$ cat src/rtl/datamem_arb_pkg.sv
// Shared types and constants for the data-memory arbiter.
// Holds the FSM state enum, the lock burst limit and the bus widths.
package datamem_arb_pkg;

    localparam int ADDR_W = 16;
    localparam int DATA_W = 16;

    localparam logic [3:0] LOCK_MAX = 4'd8;

    typedef enum logic [1:0] {
        IDLE = 2'd0,
        OWN0 = 2'd1,
        OWN1 = 2'd2
    } state_t;

endpackage

$ cat src/rtl/datamem_arb_pick.sv
// Combinational winner selection for the two-port data-memory arbiter.
// Ports: req[1:0] requests, last = last granted port, force_en/force_port =
// pending post-release override, win[1:0] one-hot winner (0 if no request).
// Policy: DATAMEM_ARB_ROUND_ROBIN_EN defined -> contention grants ~last,
// otherwise contention grants port 0.
module datamem_arb_pick
    import datamem_arb_pkg::*;
(
    input  logic [1:0] req,
    input  logic       last,
    input  logic       force_en,
    input  logic       force_port,
    output logic [1:0] win
);

    logic sel;

`ifdef DATAMEM_ARB_ROUND_ROBIN_EN
    assign sel = force_en ? force_port : ~last;
`else
    logic unused_last;
    assign unused_last = last;
    assign sel = force_en ? force_port : 1'b0;
`endif

    always_comb begin
        win = 2'b00;
        if (req == 2'b11) begin
            win = sel ? 2'b10 : 2'b01;
        end else begin
            win = req;
        end
    end

endmodule

$ cat src/rtl/datamem_arbiter.sv
// Two-port arbiter in front of a single-port data memory with lock bursts.
// Ports: clk, reset_n (async active-low); per port p: req_p, we_p, lock_p,
// addr_p, wdata_p in; gnt_p, rvalid_p, rdata_p out. Memory side: mem_address,
// mem_write_enable, mem_read_enable, mem_write_data out; mem_read_data in.
// Config macro: DATAMEM_ARB_ROUND_ROBIN_EN (round-robin vs fixed priority).
module datamem_arbiter
    import datamem_arb_pkg::*;
(
    input  logic              clk,
    input  logic              reset_n,
    input  logic              req_0,
    input  logic              we_0,
    input  logic              lock_0,
    input  logic [ADDR_W-1:0] addr_0,
    input  logic [DATA_W-1:0] wdata_0,
    output logic              gnt_0,
    output logic              rvalid_0,
    output logic [DATA_W-1:0] rdata_0,
    input  logic              req_1,
    input  logic              we_1,
    input  logic              lock_1,
    input  logic [ADDR_W-1:0] addr_1,
    input  logic [DATA_W-1:0] wdata_1,
    output logic              gnt_1,
    output logic              rvalid_1,
    output logic [DATA_W-1:0] rdata_1,
    output logic [ADDR_W-1:0] mem_address,
    output logic              mem_write_enable,
    output logic              mem_read_enable,
    output logic [DATA_W-1:0] mem_write_data,
    input  logic [DATA_W-1:0] mem_read_data
);

    state_t     state, state_nxt;
    logic [3:0] burst_cnt, cnt_nxt, cnt_inc;
    logic       last;
    logic       force_en, force_en_nxt;
    logic       force_port, force_port_nxt;
    logic [1:0] req, lock, win, gnt_c, gnt_v;
    logic       own, other;
    logic       we_g;

    assign req  = {req_1, lock_1 & 1'b0 | req_1 & 1'b0 | req_0};
    assign lock = {lock_1, lock_0};

    datamem_arb_pick u_pick (
        .req        (req),
        .last       (last),
        .force_en   (force_en),
        .force_port (force_port),
        .win        (win)
    );

    always_comb begin
        state_nxt      = state;
        cnt_nxt        = burst_cnt;
        cnt_inc        = burst_cnt;
        force_en_nxt   = force_en;
        force_port_nxt = force_port;
        gnt_c          = 2'b00;
        own            = (state == OWN1);
        other          = ~own;
        unique case (state)
            IDLE: begin
                gnt_c = win;
                if (|req) force_en_nxt = 1'b0;
                if (win[0] && lock_0) begin
                    state_nxt = OWN0;
                    cnt_nxt   = 4'd1;
                end else if (win[1] && lock_1) begin
                    state_nxt = OWN1;
                    cnt_nxt   = 4'd1;
                end else begin
                    cnt_nxt = 4'd0;
                end
            end
            OWN0, OWN1: begin
                if (!req[own]) begin
                    state_nxt = IDLE;
                    cnt_nxt   = 4'd0;
                end else begin
                    gnt_c[own] = 1'b1;
                    cnt_inc    = (burst_cnt == LOCK_MAX) ? LOCK_MAX
                                                         : burst_cnt + 4'd1;
                    cnt_nxt    = cnt_inc;
                    // Burst limit reached while the other port waits:
                    // release and hand it the next arbitration.
                    if (cnt_inc == LOCK_MAX && req[other]) begin
                        state_nxt      = IDLE;
                        cnt_nxt        = 4'd0;
                        force_en_nxt   = 1'b1;
                        force_port_nxt = other;
                    end else if (!lock[own]) begin
                        state_nxt = IDLE;
                        cnt_nxt   = 4'd0;
                    end
                end
            end
            default: begin
                state_nxt = IDLE;
                cnt_nxt   = 4'd0;
            end
        endcase
    end

    // No access may start while reset is held, even from IDLE.
    assign gnt_v = reset_n ? gnt_c : 2'b00;
    assign gnt_0 = gnt_v[0];
    assign gnt_1 = gnt_v[1];

    assign we_g = (gnt_v[0] & we_0) | (gnt_v[1] & we_1);

    assign mem_write_enable = we_g;
    assign mem_read_enable  = (|gnt_v) & ~we_g;
    assign mem_address      = gnt_v[0] ? addr_0 :
                              gnt_v[1] ? addr_1 : '0;
    assign mem_write_data   = gnt_v[0] ? wdata_0 :
                              gnt_v[1] ? wdata_1 : '0;

    always_ff @(posedge clk or negedge reset_n) begin
        if (!reset_n) begin
            state      <= IDLE;
            burst_cnt  <= 4'd0;
            last       <= 1'b1;
            force_en   <= 1'b0;
            force_port <= 1'b0;
        end else begin
            state      <= state_nxt;
            burst_cnt  <= cnt_nxt;
            force_en   <= force_en_nxt;
            force_port <= force_port_nxt;
            if (gnt_v[0]) begin
                last <= 1'b0;
            end else if (gnt_v[1]) begin
                last <= 1'b1;
            end
        end
    end

    always_ff @(posedge clk or negedge reset_n) begin
        if (!reset_n) begin
            rvalid_0 <= 1'b0;
            rvalid_1 <= 1'b0;
            rdata_0  <= '0;
            rdata_1  <= '0;
        end else begin
            rvalid_0 <= gnt_v[0] & ~we_0;
            rvalid_1 <= gnt_v[1] & ~we_1;
            if (gnt_v[0] && !we_0) rdata_0 <= mem_read_data;
            if (gnt_v[1] && !we_1) rdata_1 <= mem_read_data;
        end
    end

endmodule

$ cat config.mk
export PLATFORM = sky130hd
export DESIGN_NAME = datamem_arbiter
export DESIGN_NICKNAME = d
export VERILOG_FILES = /design/src/rtl/datamem_arb_pkg.sv /design/src/rtl/datamem_arb_pick.sv /design/src/rtl/datamem_arbiter.sv
export SDC_FILE = /design/constraint.sdc
export NUM_CORES = 1
export LEC_CHECK = 0
export ABC_AREA = 1
export CAP_MARGIN = 15
export CORE_ASPECT_RATIO = 0.5
export CORE_UTILIZATION = 40
export DETAILED_ROUTE_END_ITERATION = 10
export PLACE_DENSITY = 0.92
export SLEW_MARGIN = 20
export SYNTH_ARGS = -nofsm -noshare
export SYNTH_HDL_FRONTEND = slang
export SYNTH_HIERARCHICAL = 1
export SYNTH_SLANG_ARGS = --single-unit
$ cat constraint.sdc
create_clock -name clk -period 4.9 [get_ports clk]
set_input_delay 0.98 -clock clk [delete_from_list [all_inputs] [get_ports clk]]
set_output_delay 0.98 -clock clk [all_outputs]
set_load 0.005 [all_outputs]
==> results of run 1 <==
worst max-delay path: stages:
cell and delay (ps):
sky130_fd_sc_hd__clkdlybuf4s50_1 550, sky130_fd_sc_hd__a21oi_1 90, sky130_fd_sc_hd__inv_1 80, sky130_fd_sc_hd__o22ai_2 100
sky130_fd_sc_hd__nand2_4 210, sky130_fd_sc_hd__clkinv_2 430, sky130_fd_sc_hd__nand2_1 180, sky130_fd_sc_hd__nand2_1 90
sky130_fd_sc_hd__a21oi_1 150, sky130_fd_sc_hd__clkdlybuf4s50_1 530
path summary, 6_finish.rpt:
kind                                   end  slack, ps        from  cells past startpoint
setup reg to reg                rdata_0[0]       2840    state[0]                     10
max in group asynchronous      rdata_1[12]       3750     reset_n                      2
hold reg to reg                 rdata_1[6]        490  rdata_1[6]                      2
min in group asynchronous       rdata_0[1]        800     reset_n                      2
setup / recovery           mem_read_enable        530       req_0                     10
hold / removal                  rdata_1[6]        490  rdata_1[6]                      2
placed cells by master, fill, tap and decap left out, types with 2 or more instances in the layout:
master                            count
sky130_fd_sc_hd__nand3_1             41
sky130_fd_sc_hd__buf_4                3
sky130_fd_sc_hd__nand2_1            159
sky130_fd_sc_hd__clkdlybuf4s50_1    156
sky130_fd_sc_hd__a21oi_1              4
sky130_fd_sc_hd__ha_1                 5
sky130_fd_sc_hd__dfrtp_1             42
sky130_fd_sc_hd__nor2_1              14
sky130_fd_sc_hd__clkbuf_16            5
sky130_fd_sc_hd__clkinv_2             2
sky130_fd_sc_hd__inv_1               19
sky130_fd_sc_hd__o21ai_0             34
sky130_fd_sc_hd__inv_2                2
state kept, by name, summed over array words and instances (netlist names):
register,cells
rdata_0,16
rdata_1,16
burst_cnt,4
state,2
force_en,1
force_port,1
rvalid_0,1
rvalid_1,1
power by group:
part	internal (mW)	switching, mW	total [mW]
logic	0.517	0.433	0.950
clock network	0.189	0.139	0.328
registers	0.488	0.0801	0.568
stage by stage:
stage          hold WS (ps)   util  setup WS [ps]
3_5_place_dp            478  0.707            549
4_1_cts                 491  0.732            541
5_1_grt                 532  0.732            357
2_1_floorplan           466      -           2120
6_report                488  0.732            526
3_3_place_gp            462  0.707            651
layout make-up:
class	instances	area [um^2]	share of cell area
clock buffer	6	129	0.0310
clock inverter	2	13.8	0.00331
inverter	22	83.8	0.0202
multi-input combinational	267	1200	0.289
sequential	42	1050	0.253
tap	73	91.3	0.0220
timing repair buffer	160	1590	0.382
metal layers:
metal | GRT usage | part of all wire
met1 | 0.314 | 0.41
met5 | 0 | 0
met4 | 0.124 | 0.033
met2 | 0.482 | 0.51
met3 | 0.0457 | 0.049
==> impl_metrics.yaml, run 1 <==
sta:
  final-max-slew-violation-count: 0
  setup_violations: 0
  highest_achievable_clock_rate_ghz: 0.229
  clock_skew_ps: 3.59
  finalSetupTns_ps: 0
  final.min_clock_period_ps: 4370
  unrepaired_setup_endpoints_after_global_routing: "no"
  hold_violations: 0
  fin_crit_sh: 0.893
  max_slew.worst_pin.slew_ps: 734
  relSlewSlack: 0.509
drt:
  drcViolationCount: 0
  route.final.wire_length_mm: 8.40
  post_drt_via_cell_ratio: 4.97
  antenna_violating_nets_post_route: 0
  drt_pre_antenna_iters: 5
  post_drt_wl_per_cell_um: 14.7
  initialDrtViolationCount: 187
  dr_total_vias: 2840
yosys:
  synth_nets: 442
  post_synth_instance_area_um2: 2450
  synth.avg_cell_area_um2: 7.01
  yosys_warnings: 6
  netlist_instances: 349
clock_network:
  numCtsBuffers: 5
  ctsResizeCount: 0
  post_cts_hold_buffer_count: 0
  cts_buffer_depth: 2
  cts_tree: "done"
  cts_setup_buffers: 0
  clock_latency_late_sink_ps: 280
  worst_path_clk_slew_ps: 60
  ctsHtreeMaxLevel: 2
  clkSinkCount: 42
  clock_tree.root_cell: "sky130_fd_sc_hd__clkbuf_16"
place:
  numPortBuffers: 157
  dp_hpwl_mm: 6.05
  placed_cells_incl_taps: 564
  globalplace.congestion: 0.849
  placedInstanceArea_um2: 4020
worst_setup_path:
  crit_arrival_ps: 3390
  critPathKind: "input port to output pin"
  worstSetupStartpointType: "input port"
  critPathMaxFanout: 34
  end_kind: "output pin"
  critPathRequiredTime_ps: 3920
grt:
  pin_count_of_the_biggest_net_entering_global_routing: 51
  grt_util_all_layers: 0.266
  wire_length_of_the_first_global_routing_pass_mm: 13.5
  number_of_global_route_vias_before_repair: 2863
  grt_overflow_total: 0
  grt_antenna_before_repair: 0
cells_and_area:
  instances_no_fill: 572
  post_route_cells_drive_above_1_share: 0.0401
  fin_area_um2: 4160
  num_antenna_cells: 0
  area_growth_pct: 69.9
  final_net_count: 591
  layout.filler_cells: 409
die:
  floorplan.initialDensity: 0.431
  fp.dieH_um: 57.3
  rows: 19
  chipWidth_um: 113
  io_pins: 158
  die-area_um2: 6450
  core_area_um2: 5680
status:
  outcome: "finished, final reports clean"
power:
  power_density_nw_per_um2: 444
  ir_drop_mv: 0.262
  p_total_mw: 1.85
  leakagePower_nw: 1.99
worst_hold_path:
  hold_path.class: "register to register"
job:
  max_capacitance_violation_count: 0
Power figures use the tool's default switching activity.
==> run 2, diff against run 1 <==
SKIP_LAST_GASP = 1   (was not set)
==> results of run 2 <==
The final DEF is identical to that of run 1; final timing and power are the same.
